$ cat config.mk
export PLATFORM = sky130hd
export DESIGN_NAME = rc_dpdm_param
export DESIGN_NICKNAME = d
export VERILOG_FILES = /design/src/rtl/usb_rx_pkg.sv /design/src/rtl/counter.sv /design/src/rtl/rc_dpdm_param.sv
export SDC_FILE = /design/constraint.sdc
export NUM_CORES = 1
export LEC_CHECK = 0
export BUFFER_PORTS_ARGS = -buffer_cell sky130_fd_sc_hd__buf_2
export CORE_ASPECT_RATIO = 1.1
export CORE_MARGIN = 2
export CORE_UTILIZATION = 55
export DETAILED_ROUTE_END_ITERATION = 16
export PLACE_DENSITY = 0.73
export SKIP_LAST_GASP = 1
export SLEW_MARGIN = 20
export SYNTH_ARGS = -nofsm -noshare
export SYNTH_HDL_FRONTEND = slang
export SYNTH_SLANG_ARGS = --single-unit
$ cat constraint.sdc
create_clock -name clk -period 3.5 [get_ports clk]
set_input_delay 0.35 -clock clk [delete_from_list [all_inputs] [get_ports clk]]
set_output_delay 0.35 -clock clk [all_outputs]
set_load 0.1 [all_outputs]
$ cat src/rtl/usb_rx_pkg.sv
// Shared line-state constants, FSM state and error-code enums for the USB receive front end.
package usb_rx_pkg;

  localparam logic [1:0] LINE_X   = 2'b00;
  localparam logic [1:0] LINE_K   = 2'b01;
  localparam logic [1:0] LINE_J   = 2'b10;
  localparam logic [1:0] LINE_ILL = 2'b11;

  typedef enum logic [2:0] {
    ST_IDLE,
    ST_SYNC,
    ST_PAYLOAD,
    ST_EOP1,
    ST_EOP2,
    ST_ERROR
  } state_t;

  typedef enum logic [1:0] {
    ERR_NONE     = 2'd0,
    ERR_SYMBOL   = 2'd1,
    ERR_EOP_LEN  = 2'd2,
    ERR_CONFLICT = 2'd3
  } err_code_t;

  // SYNC is K,J alternating from index 0 and closes with a second K at the last index.
  function automatic logic [1:0] sync_sym(input int unsigned idx, input int unsigned len);
    if ((idx == len - 1) || ((idx % 2) == 0)) return LINE_K;
    return LINE_J;
  endfunction

endpackage

$ cat src/rtl/counter.sv
// Up-counter with synchronous clear; clear takes priority over increment.
module counter #(
  parameter int W = 8
) (
  input  logic         clk,
  input  logic         rst_n,
  input  logic         clr_i,
  input  logic         inc_i,
  output logic [W-1:0] cnt_o
);

  logic [W-1:0] cnt_q, cnt_d;

  always_comb begin
    cnt_d = cnt_q;
    if (clr_i)      cnt_d = '0;
    else if (inc_i) cnt_d = cnt_q + W'(1);
  end

  always_ff @(posedge clk) begin
    if (!rst_n) cnt_q <= '0;
    else        cnt_q <= cnt_d;
  end

  assign cnt_o = cnt_q;

endmodule

$ cat src/rtl/rc_dpdm_param.sv
// USB D+/D- receive front end: SYNC detect, raw bit streaming to rc_nrzi, length and EOP checks.
// state   | meaning
// IDLE    | waiting for first K of SYNC while rx_req, timeout counter running
// SYNC    | matching remaining SYNC symbols at sidx
// PAYLOAD | streaming J/K line bits, counting against latched total
// EOP1    | expecting first SE0
// EOP2    | expecting closing J
// ERROR   | sticky until abort or reset
module rc_dpdm_param
  import usb_rx_pkg::*;
#(
  parameter int DATA_BITS   = 101,
  parameter int HSHAKE_BITS = 8,
  parameter int SYNC_LEN    = 8,
  parameter int TIMEOUT_CYC = 255
) (
  input  logic                                 clk,
  input  logic                                 rst_n,
  input  logic [1:0]                           bus_in,
  input  logic                                 enable,
  input  logic                                 rx_req,
  input  logic                                 rx_hs,
  input  logic                                 abort,
  output logic                                 s_out,
  output logic                                 s_valid,
  output logic                                 start_rc_nrzi,
  output logic                                 end_rc_nrzi,
  output logic                                 got_sync,
  output logic                                 rx_done,
  output logic                                 rx_timeout,
  output logic                                 err,
  output logic [1:0]                           err_code,
  output logic [$clog2(DATA_BITS+1)-1:0]       bit_count,
  output logic                                 rx_wait
);

  localparam int BCW = $clog2(DATA_BITS + 1);
  localparam int TW  = (TIMEOUT_CYC > 1) ? $clog2(TIMEOUT_CYC) : 1;
  localparam int SW  = $clog2(SYNC_LEN);
  localparam logic [TW-1:0] TO_LAST   = TW'(TIMEOUT_CYC - 1);
  localparam logic [SW-1:0] SYNC_LAST = SW'(SYNC_LEN - 1);

  state_t          state_q, state_d;
  err_code_t       code_q, code_d;
  logic            err_q;
  logic [SW-1:0]   sidx_q, sidx_d;
  logic [BCW-1:0]  total_q, total_d;
  logic            hs_q, hs_d;
  logic            bc_clr, bc_inc, to_clr, to_inc;
  logic [BCW-1:0]  bc_cnt;
  logic [TW-1:0]   to_cnt;
  logic            smp_ok;

  assign smp_ok = ~enable;

  always_comb begin
    state_d       = state_q;
    code_d        = code_q;
    sidx_d        = sidx_q;
    total_d       = total_q;
    hs_d          = hs_q;
    bc_clr        = 1'b0;
    bc_inc        = 1'b0;
    to_clr        = 1'b0;
    to_inc        = 1'b0;
    s_valid       = 1'b0;
    s_out         = 1'b0;
    start_rc_nrzi = 1'b0;
    end_rc_nrzi   = 1'b0;
    got_sync      = 1'b0;
    rx_done       = 1'b0;
    rx_timeout    = 1'b0;

    // Reset is also folded in here so no pulse escapes during the reset cycle.
    if (!rst_n || abort) begin
      state_d = ST_IDLE;
      code_d  = ERR_NONE;
      sidx_d  = '0;
      bc_clr  = 1'b1;
      to_clr  = 1'b1;
    end else begin
      case (state_q)
        ST_IDLE: begin
          if (!rx_req) begin
            to_clr = 1'b1;
          end else if (smp_ok && bus_in == LINE_K) begin
            total_d = rx_hs ? BCW'(HSHAKE_BITS) : BCW'(DATA_BITS);
            hs_d    = rx_hs;
            sidx_d  = SW'(1);
            to_clr  = 1'b1;
            state_d = ST_SYNC;
          end else if (to_cnt == TO_LAST) begin
            rx_timeout = 1'b1;
            to_clr     = 1'b1;
          end else begin
            to_inc = 1'b1;
          end
        end

        ST_SYNC: begin
          if (!smp_ok) begin
            code_d  = ERR_CONFLICT;
            state_d = ST_ERROR;
          end else if (bus_in != sync_sym(32'(sidx_q), SYNC_LEN)) begin
            sidx_d  = '0;
            state_d = ST_IDLE;
          end else if (sidx_q == SYNC_LAST) begin
            got_sync      = 1'b1;
            start_rc_nrzi = 1'b1;
            bc_clr        = 1'b1;
            sidx_d        = '0;
            state_d       = ST_PAYLOAD;
          end else begin
            sidx_d = sidx_q + SW'(1);
          end
        end

        ST_PAYLOAD: begin
          if (!smp_ok) begin
            code_d  = ERR_CONFLICT;
            state_d = ST_ERROR;
          end else if (bc_cnt < total_q) begin
            case (bus_in)
              LINE_J, LINE_K: begin
                s_valid = 1'b1;
                s_out   = (bus_in == LINE_J);
                bc_inc  = 1'b1;
              end
              LINE_X: begin
                if (hs_q) begin
                  code_d  = ERR_EOP_LEN;
                  state_d = ST_ERROR;
                end else begin
                  end_rc_nrzi = 1'b1;
                  state_d     = ST_EOP1;
                end
              end
              default: begin
                code_d  = ERR_SYMBOL;
                state_d = ST_ERROR;
              end
            endcase
          end else begin
            end_rc_nrzi = 1'b1;
            if (hs_q && bus_in == LINE_X) begin
              state_d = ST_EOP1;
            end else begin
              code_d  = ERR_EOP_LEN;
              state_d = ST_ERROR;
            end
          end
        end

        ST_EOP1: begin
          if (!smp_ok) begin
            code_d  = ERR_CONFLICT;
            state_d = ST_ERROR;
          end else if (bus_in == LINE_X) begin
            state_d = ST_EOP2;
          end else begin
            code_d  = ERR_EOP_LEN;
            state_d = ST_ERROR;
          end
        end

        ST_EOP2: begin
          if (!smp_ok) begin
            code_d  = ERR_CONFLICT;
            state_d = ST_ERROR;
          end else if (bus_in == LINE_J) begin
            rx_done = 1'b1;
            state_d = ST_IDLE;
          end else begin
            code_d  = ERR_EOP_LEN;
            state_d = ST_ERROR;
          end
        end

        ST_ERROR: state_d = ST_ERROR;

        default: state_d = ST_IDLE;
      endcase
    end
  end

  always_ff @(posedge clk) begin
    if (!rst_n) begin
      state_q <= ST_IDLE;
      code_q  <= ERR_NONE;
      err_q   <= 1'b0;
      sidx_q  <= '0;
      total_q <= '0;
      hs_q    <= 1'b0;
    end else begin
      state_q <= state_d;
      code_q  <= code_d;
      err_q   <= (state_d == ST_ERROR);
      sidx_q  <= sidx_d;
      total_q <= total_d;
      hs_q    <= hs_d;
    end
  end

  counter #(.W(BCW)) u_bit_cnt (
    .clk   (clk),
    .rst_n (rst_n),
    .clr_i (bc_clr),
    .inc_i (bc_inc),
    .cnt_o (bc_cnt)
  );

  counter #(.W(TW)) u_to_cnt (
    .clk   (clk),
    .rst_n (rst_n),
    .clr_i (to_clr),
    .inc_i (to_inc),
    .cnt_o (to_cnt)
  );

  assign bit_count = bc_cnt;
  assign err       = err_q;
  assign err_code  = code_q;
  assign rx_wait   = (state_q == ST_IDLE);

endmodule

==> impl_metrics.ini, run 1 <==
[status]
status = finished clean

[yosys]
ys_ff_latch = 26
synth-simple-area-share_pct = 36.8
synth_compound_area_share_pct = 11.6
synthFlopType = dfxtp_1
avgSynthCellArea_um2 = 8.59
synth_most_common_cell = nor2_1
synth_seq_area_share_pct = 29.7
syn-num-nets = 225
synth_fa_ha_area_share_pct = 9.29
synth_edf_count = 0
synth_common_cells = nor2_1, dfxtp_1, nand2_1
synth_top_family_by_area = simple AND/OR/NAND/NOR gates
syn_inst = 204
yosysTopAreaCell = dfxtp_1
ys_warn_count = 0
synth.distinct_cells = 48
synthArstFlopShare_pct = 0
synthTopCellsByArea = dfxtp_1, ha_1, nor2_1, xor2_1, nand4_1
yosys.area.top_type_share_pct = 29.7
syn_area_mm2 = 0.00175
synth-xor-area-share_pct = 6.00
muxShareOfSynthArea_pct = 2.29

[place]
place.port_buffers = 25
dp_hpwl_um = 2820
routabilityCongestion = 0.930
dpl-instance-area_mm2 = 0.00188
dp_slack_ps = 1170

[die]
pin_count = 26
initial_utilization_pct = 57.5
die_w_um = 57.8
die-height_um = 63.2
design.core.area_mm2 = 0.00305
row_count = 21
die_area_mm2 = 0.00365

[drt]
postRouteAntennaNets = 0
wl_per_cell_um = 14.3
dr.pass1.iters = 4
drc = 0
vias_per_cell = 5.86
num_vias = 1535
wl_um = 3740
dr.first_iter.drc_count = 56

[finish]
area.growth.synth_to_final_pct = 9.43
nets = 250
nFillCells = 276
multiInputGateArea_mm2 = 0.00117
final_area_mm2 = 0.00192
antenna_cells = 0
seqCellArea_um2 = 520
drive_above_1_share_pct = 19.7

[cts]
clock_sinks = 26
cts_root_buffer = clkbuf_4
path_clk_slew_ps = 140
ctsHtreeMaxLevel = 1
tritoncts = yes
ctsResizeCount = 0
clk_latency_ps = 330
post_cts_buffers = 0
holdBufCountCts = 0
clockBufferDepth = 2
cts_buffers = 3

[critical_path]
critical-path-slowest-cell = buf_2
crit_path_end_kind = output pin
critPathRequiredTime_ps = 3150
crit_chain = inv_1, ha_1, o21ai_0, o21bai_2, nor4_4, buf_2
crit_type = reg -> out
cpPeakStageDelay_ps = 500
startpoint_type = register
worstPathArrival_ps = 2330
path_max_fanout = 6

[sta]
final-hold-violation-count = 0
drv_slew = 0
rsz0062_at_grt = false
setup_tns_ps = 0
fin_worst_skew_ps = 11.5
tightest_slew_ps = 547
setup_viol = 0
setup_slack_ps = 816
clock.fmax_ghz = 0.373
relSlewSlack_pct = 63.5
min_period_ps = 2680
min_period_over_period_pct = 76.7

[global_routing]
grt_pass1_wl_um = 6340
grt_max_degree = 15
first_global_vias = 1412
overflow = 0
antenna_found_initial = 0
grt_util_all_layers_pct = 21.5

[power_and_ir_drop]
cellPowerDensity_mw_per_mm2 = 266
ir_drop_mv = 0.192
power.static_leakage_nw = 0.761

[job]
drv_cap = 0

[worst_hold_path]
hp-class = in -> reg
metrics by stage:
step / instances / util [%] / hold WS (ps) / total power [mW]
final: 262 / 62.9 / 270 / 0.510
after global routing: 262 / 62.9 / 268 / 0.526
after CTS: 262 / 62.9 / 266 / 0.511
after detailed placement: 258 / 61.7 / 467 / 0.356
after global placement: 258 / 61.7 / 453 / 0.355
after floorplan: 204 / - / 436 / 0.342
routing by layer:
layer / track usage, % / share of wire (%)
met5: 0 / 0
met4: 6.40 / 1.6
met2: 36.2 / 48
met1: 28.4 / 47
met3: 2.67 / 3.7
final cells by class:
cell class	instances	share of cell area (%)
Clock buffer	4	1.89
Timing Repair Buffer	26	6.92
Multi-Input combinational cell	167	60.8
Sequential cell	26	27.2
Inverter	5	0.979
Tap cell	34	2.22
layout by cell type (no fill, tap or decap), types with 2 or more instances in the layout:
cell type	n
nand2_1	16
and3_1	3
a311oi_1	3
nor3_2	3
dfxtp_1	26
buf_2	25
ha_1	13
nand2b_4	2
nand3_1	7
nand2b_1	5
nor2b_1	5
o21a_1	2
inv_1	5
nand4_1	10
a21oi_1	11
a211oi_1	2
clkbuf_4	3
xnor2_1	2
xor2_1	10
nor3_1	9
mux2i_1	4
nor2_1	29
o21ai_0	6
nor3_4	2
power breakdown:
| group | switching (mW) | leakage [nW] | internal (mW) | total, mW |
|---|---|---|---|---|
| logic | 0.0334 | 0.530 | 0.0183 | 0.0517 |
| clock network | 0.0960 | 0.0210 | 0.0636 | 0.160 |
| registers | 0.00142 | 0.209 | 0.297 | 0.299 |
| total | 0.131 | 0.761 | 0.379 | 0.510 |
sequential cells by signal, summed over array words and instances, names as in the netlist:
register,flops
err,1
u_bit_cnt.cnt_o,7
state_q,3
total_q,2
err_code,2
u_to_cnt.cnt_o,8
sidx_q,3
critical path: cells and delay by family (launching register included):
family / cells / cell delay [ps]
AND/OR/NAND/NOR: 1 / 320
buffers and inverters: 2 / 590
AO/OA/AOI/OAI: 2 / 390
adder cells (fa/ha/maj): 1 / 330
flip-flops: 1 / 370
final timing paths:
kind                                 from                      end  slack [ps]  cells after the start
hold / removal                      rst_n  total_q[5]$_SDFFE_PN0P_         270                      2
hold reg to reg    sidx_q[1]$_SDFFE_PP0P_   sidx_q[1]$_SDFFE_PP0P_         490                      2
setup / recovery  total_q[5]$_SDFFE_PN0P_                  s_valid         820                      6
setup reg to reg  total_q[5]$_SDFFE_PN0P_           err$_SDFF_PN0_        1320                      8
kinds of logic after synthesis:
family	Yosys count
AO/OA/AOI/OAI	31
XOR/XNOR	12
adder cells (fa/ha/maj)	13
buffers and inverters	11
flip-flops	26
multiplexers	4
AND/OR/NAND/NOR	107
Power figures use the tool's default switching activity.
==> run 2, diff against run 1 <==
--- a/config.mk
+++ b/config.mk
@@ -8,9 +8,9 @@
 export BUFFER_PORTS_ARGS = -buffer_cell sky130_fd_sc_hd__buf_2
 export CORE_ASPECT_RATIO = 1.1
 export CORE_MARGIN = 2
-export CORE_UTILIZATION = 55
+export CORE_UTILIZATION = 51
 export DETAILED_ROUTE_END_ITERATION = 16
-export PLACE_DENSITY = 0.73
+export PLACE_DENSITY = 0.71
 export SKIP_LAST_GASP = 1
 export SLEW_MARGIN = 20
 export SYNTH_ARGS = -nofsm -noshare
==> constraint.sdc (replaced) <==
create_clock -name clk -period 2.25 [get_ports clk]
set_input_delay 0.225 -clock clk [delete_from_list [all_inputs] [get_ports clk]]
set_output_delay 0.225 -clock clk [all_outputs]
set_load 0.1 [all_outputs]
==> run 2 against run 1 <==
Flip-flop and latch count unchanged. Clock-buffer cell count unchanged. Power increased by 49%. Via count increased by 1.3%. Worst setup slack got worse by 770 ps. Global-route usage increased by 0.70 points. Core utilization increased by 2.2 points. Die area increased by 7.3%. Clock skew decreased by 8.1 ps. Critical path depth increased by 1. Clock power increased by 32%. Register-to-register slack got worse by 1100 ps. Critical path type unchanged.
==> impl_metrics.ini, run 2 (synthesis results as in run 1) <==
[critical_path]
r2r_slack_ps = 200
r2r_end = u_bit_cnt.cnt_o[4]$_SDFFE_PP0P_
path_max_fanout = 4
critPathRequiredTime_ps = 2030
timing.rr.start = total_q[5]$_SDFFE_PN0P_
reg2regPathDepth = 10
crit_path_end_kind = output pin
startpoint_type = register
crit_type = reg -> out
worstPathArrival_ps = 1980

[sta]
clock.fmax_ghz = 0.454
min_period_ps = 2200
tightest_slew_ps = 500
drv_slew = 0
setup_viol = 0
min_period_over_period_pct = 98.0
final-hold-violation-count = 0
whs_ps = 144
relSlewSlack_pct = 66.9
setup_slack_ps = 45.6
fin_worst_skew_ps = 3.33
rsz0062_at_grt = true

[cts]
cts_root_buffer = clkbuf_4
clockBufferDepth = 2
cts_buffers = 3
clk_latency_ps = 320
ctsHtreeMaxLevel = 1
holdBufCountCts = 0
clock_sinks = 26
path_clk_slew_ps = 140
tritoncts = yes

[die]
pin_count = 26
die-height_um = 65.5
row_count = 22
initial_utilization_pct = 53.0
design.core.area_mm2 = 0.00330
die_area_mm2 = 0.00392
die_w_um = 59.9

[status]
status = finished clean

[power_and_ir_drop]
pwr-share-clk_pct = 27.7
power.static_leakage_nw = 0.812
internal_power_mw = 0.560
p_total_mw = 0.761
power_switching_mw = 0.202
cellPowerDensity_mw_per_mm2 = 354
power.share.switching_pct = 26.5
seq_power_share_pct = 60.3
ir_drop_mv = 0.180
combPwrFrac_pct = 12.0

[global_routing]
grt_util_all_layers_pct = 22.2
grtUsageMet1_pct = 29.1
overflow = 0
grt_max_degree = 15
grt_util_met2_pct = 38.6
first_global_vias = 1534
grt.busiest_layer = met2
grtUsageMet3_pct = 2.76
antenna_found_initial = 0
grt_pass1_wl_um = 6900

[drt]
dr.pass1.iters = 4
wl_um = 3930
postRouteAntennaNets = 0
wl_per_cell_um = 14.6
vias_per_cell = 5.78
drc = 0
num_vias = 1555
dr.first_iter.drc_count = 88

[place]
routabilityCongestion = 0.897
dp_hpwl_um = 3080
placed_cells = 263
dp_slack_ps = 165
place.port_buffers = 25

[finish]
area.growth.synth_to_final_pct = 22.8
largest_reg_flops = 8
nFillCells = 294
antenna_cells = 0
drive_above_1_share_pct = 30.9
final_cell_mix = nor2_1, buf_2, nand2_1, dfxtp_1, a21oi_1
stdcell_count = 269
nets = 255
layout_commonest_cell = nor2_1

[worst_hold_path]
whs_path_depth = 3
hp-class = in -> reg
min-delay-start = rx_hs
holdPathEnd = total_q[3]$_SDFFE_PN0P_

[job]
drv_cap = 0
==> run 2: changes by cell type in the layout (fill, tap and decap cells not counted), sizes merged <==
cell | before | now
buf | 26 | 31
==> run 2: per-stage QoR <==
step / util [%] / TNS [ps] / cell area (um^2)
after CTS: 64.3 / -69.8 / 2120
after global placement: 63.3 / 0 / 2090
after detailed placement: 63.3 / 0 / 2090
final: 65.1 / 0 / 2150
after floorplan: - / -3120 / 1870
after global routing: 65.1 / -116 / 2150
==> run 2: repair_timing <==
action | in CTS | in global routing
setup endpoints to repair | 3 | 6
setup buffers | 1 | 1
cloned | 0 | 0
pin swaps | 2 | 2
gates resized for setup | 1 | 6
==> run 2: cell type report <==
type | instances | area, um^2 | share of cell area [%]
clock buffers | 4 | 26.3 | 1.22
multi-input cells | 167 | 1270 | 59.2
well taps | 36 | 45.0 | 2.09
flip-flops and latches | 26 | 543 | 25.2
inverters | 5 | 18.8 | 0.873
repair buffers | 31 | 245 | 11.4
==> run 2: power by group through the flow <==
stage / logic (mW) / clock network (mW) / registers [mW]
floorplan: 0.0610 / 0 / 0.469
global placement: 0.0846 / 0 / 0.469
detailed placement: 0.0873 / 0 / 0.469
CTS: 0.0870 / 0.218 / 0.459
global route: 0.101 / 0.232 / 0.459
finish: 0.0914 / 0.211 / 0.459
==> run 2: worst max-delay path by stage <==
stage / startpoint / to / slack, ps / cells past startpoint
after global placement: total_q[5]$_SDFFE_PN0P_ / err$_SDFF_PN0_ / 240 / 8
after detailed placement: total_q[5]$_SDFFE_PN0P_ / err$_SDFF_PN0_ / 160 / 8
after global routing: total_q[5]$_SDFFE_PN0P_ / s_valid / -60 / 7
after floorplan: u_bit_cnt.cnt_o[2]$_SDFFE_PP0P_ / u_bit_cnt.cnt_o[4]$_SDFFE_PP0P_ / -510 / 7
final: total_q[5]$_SDFFE_PN0P_ / s_valid / 50 / 7
after CTS: total_q[5]$_SDFFE_PN0P_ / end_rc_nrzi / -70 / 7
==> run 2: critical path, stage by stage (launching register included) <==
cell,delay [ps]
dfxtp_2,370
inv_2,80
ha_4,180
nor4b_4,260
nor3_4,100
buf_4,160
nor4_4,290
buf_12,220
==> run 2: routing by layer <==
layer | up-vias | part of all wire [%]
met5 | - | 0
met1 | 728 | 45
met2 | 31 | 51
met4 | 0 | 0.87
li1 | 789 | -
met3 | 7 | 2.9
==> run 3, diff against run 2 <==
--- a/config.mk
+++ b/config.mk
@@ -8,9 +8,10 @@
 export BUFFER_PORTS_ARGS = -buffer_cell sky130_fd_sc_hd__buf_2
 export CORE_ASPECT_RATIO = 1.1
 export CORE_MARGIN = 2
-export CORE_UTILIZATION = 51
+export CORE_UTILIZATION = 40
+export CTS_BUF_LIST = sky130_fd_sc_hd__clkbuf_4
 export DETAILED_ROUTE_END_ITERATION = 16
-export PLACE_DENSITY = 0.71
+export PLACE_DENSITY = 0.58
 export SKIP_LAST_GASP = 1
 export SLEW_MARGIN = 20
 export SYNTH_ARGS = -nofsm -noshare
==> run 3 against run 2 <==
Flip-flop and latch count unchanged. Worst setup slack improved by 84 ps. Largest power group unchanged. Global-route usage is 5.5 points lower. Fmax increased by 4.0%. Non-clock buffer count grew 4. Via count fell by 1.5%. Clock skew increased by 0.82 ps. Critical path type unchanged. Register-to-register slack improved by 40 ps. Power is 15% higher. Clock-buffer cell count fell by 1. Critical path depth unchanged.
==> impl_metrics.ini, run 3 (synthesis results as in run 1) <==
[sta]
setup_viol = 0
rsz0062_at_grt = false
min_period_ps = 2120
setup_tns_ps = 0
relSlewSlack_pct = 67.6
tightest_slew_ps = 490
drv_slew = 0
final-hold-violation-count = 0
min_period_over_period_pct = 94.2
fin_worst_skew_ps = 4.15
clock.fmax_ghz = 0.472

[place]
routabilityCongestion = 0.818
place.port_buffers = 25
dpl-instance-area_mm2 = 0.00213
dp_hpwl_um = 3000

[worst_hold_path]
holdPathEnd = total_q[3]$_SDFFE_PN0P_
whs_path_depth = 3
hp-class = in -> reg
min-delay-start = rx_hs

[cts]
path_clk_slew_ps = 150
clk_latency_ps = 320
cts_buffers = 3
clockBufferDepth = 2
cts_root_buffer = clkbuf_4
tritoncts = yes
ctsHtreeMaxLevel = 1
clock_sinks = 26

[drt]
wl_per_cell_um = 13.2
drc = 0
num_vias = 1532
dr.pass1.iters = 4
postRouteAntennaNets = 0
dr.first_iter.drc_count = 57
vias_per_cell = 5.26
wl_um = 3830

[critical_path]
r2r_end = err$_SDFF_PN0_
crit_type = reg -> out
reg2regPathDepth = 9
worstPathArrival_ps = 1900
path_max_fanout = 5
startpoint_type = register
critPathRequiredTime_ps = 2030
crit_path_end_kind = output pin
r2r_slack_ps = 240
timing.rr.start = total_q[5]$_SDFFE_PN0P_

[finish]
final_cell_mix = nor2_1, dfxtp_1, buf_2
antenna_cells = 0
largest_reg_flops = 8
final_area_mm2 = 0.00222
nets = 259
area.growth.synth_to_final_pct = 26.9
nFillCells = 427
layout_commonest_cell = nor2_1
drive_above_1_share_pct = 30.4

[die]
design.core.area_mm2 = 0.00425
pin_count = 26
die_area_mm2 = 0.00493
die_w_um = 67.1
die-height_um = 73.4
initial_utilization_pct = 41.2
row_count = 25

[power_and_ir_drop]
power.static_leakage_nw = 0.838
ir_drop_mv = 0.233
cellPowerDensity_mw_per_mm2 = 394

[global_routing]
first_global_vias = 1392
grt_max_degree = 16
grt_util_all_layers_pct = 16.8
grt_pass1_wl_um = 6530
overflow = 0
antenna_found_initial = 0

[job]
drv_cap = 0

[status]
status = finished clean
run 3: metal layers:
| metal | global-route usage (%) | part of all wire (%) | vias up |
|---|---|---|---|
| met2 | 27.0 | 47 | 18 |
| li1 | - | - | 804 |
| met4 | 4.08 | 0.55 | 0 |
| met3 | 2.14 | 3.0 | 2 |
| met5 | 0 | 0 | - |
| met1 | 23.7 | 49 | 708 |
run 3: worst max-delay path by stage:
stage	end	start
after floorplan	u_bit_cnt.cnt_o[4]$_SDFFE_PP0P_	u_bit_cnt.cnt_o[2]$_SDFFE_PP0P_
after global placement	err_code[1]$_SDFFE_PP0P_	total_q[5]$_SDFFE_PN0P_
after detailed placement	err$_SDFF_PN0_	total_q[5]$_SDFFE_PN0P_
after CTS	s_valid	total_q[5]$_SDFFE_PN0P_
after global routing	s_out	state_q[1]$_SDFF_PN0_
final	end_rc_nrzi	total_q[5]$_SDFFE_PN0P_
run 3: critical path, cell delays in order (launching register included):
cell	delay, ps
dfxtp_1	370
inv_2	80
ha_4	290
o21ai_2	60
o21bai_4	270
nor3_1	130
nor3_4	160
buf_12	200
run 3: through the flow:
stage | total power, mW | setup slack (ps) | hold slack, ps | std cells | util (%)
2_1_floorplan | 0.530 | -505 | 347 | 204 | -
3_3_place_gp | 0.557 | 211 | 449 | 284 | 50.2
3_5_place_dp | 0.556 | 193 | 457 | 284 | 50.2
4_1_cts | 0.894 | 6.76 | 129 | 290 | 51.9
5_1_grt | 0.919 | 7.46 | 138 | 291 | 52.3
6_report | 0.876 | 130 | 149 | 291 | 52.3
run 3: area by class of cell:
type                            count  area, um^2  share of cell area (%)
Clock buffer                        3        22.5                    1.01
Clock inverter                      1        30.0                    1.35
Inverter                            5        18.8                   0.844
Multi-Input combinational cell    167        1270                    57.0
Sequential cell                    26         539                    24.3
Tap cell                           54        67.6                    3.04
Timing Repair Buffer               35         278                    12.5
run 3: power breakdown:
group / switching, mW / internal [mW]
combinational: 0.0567 / 0.0324
clock: 0.148 / 0.180
sequential: 0.00155 / 0.457
run 3: timing repair:
item / CTS / global route
pin swaps: 2 / 2
hold buffers: 0 / 0
buffers inserted: 2 / 1
cloned: 0 / 0
endpoints found under the setup margin: 2 / 6
gates resized for setup: 1 / 3
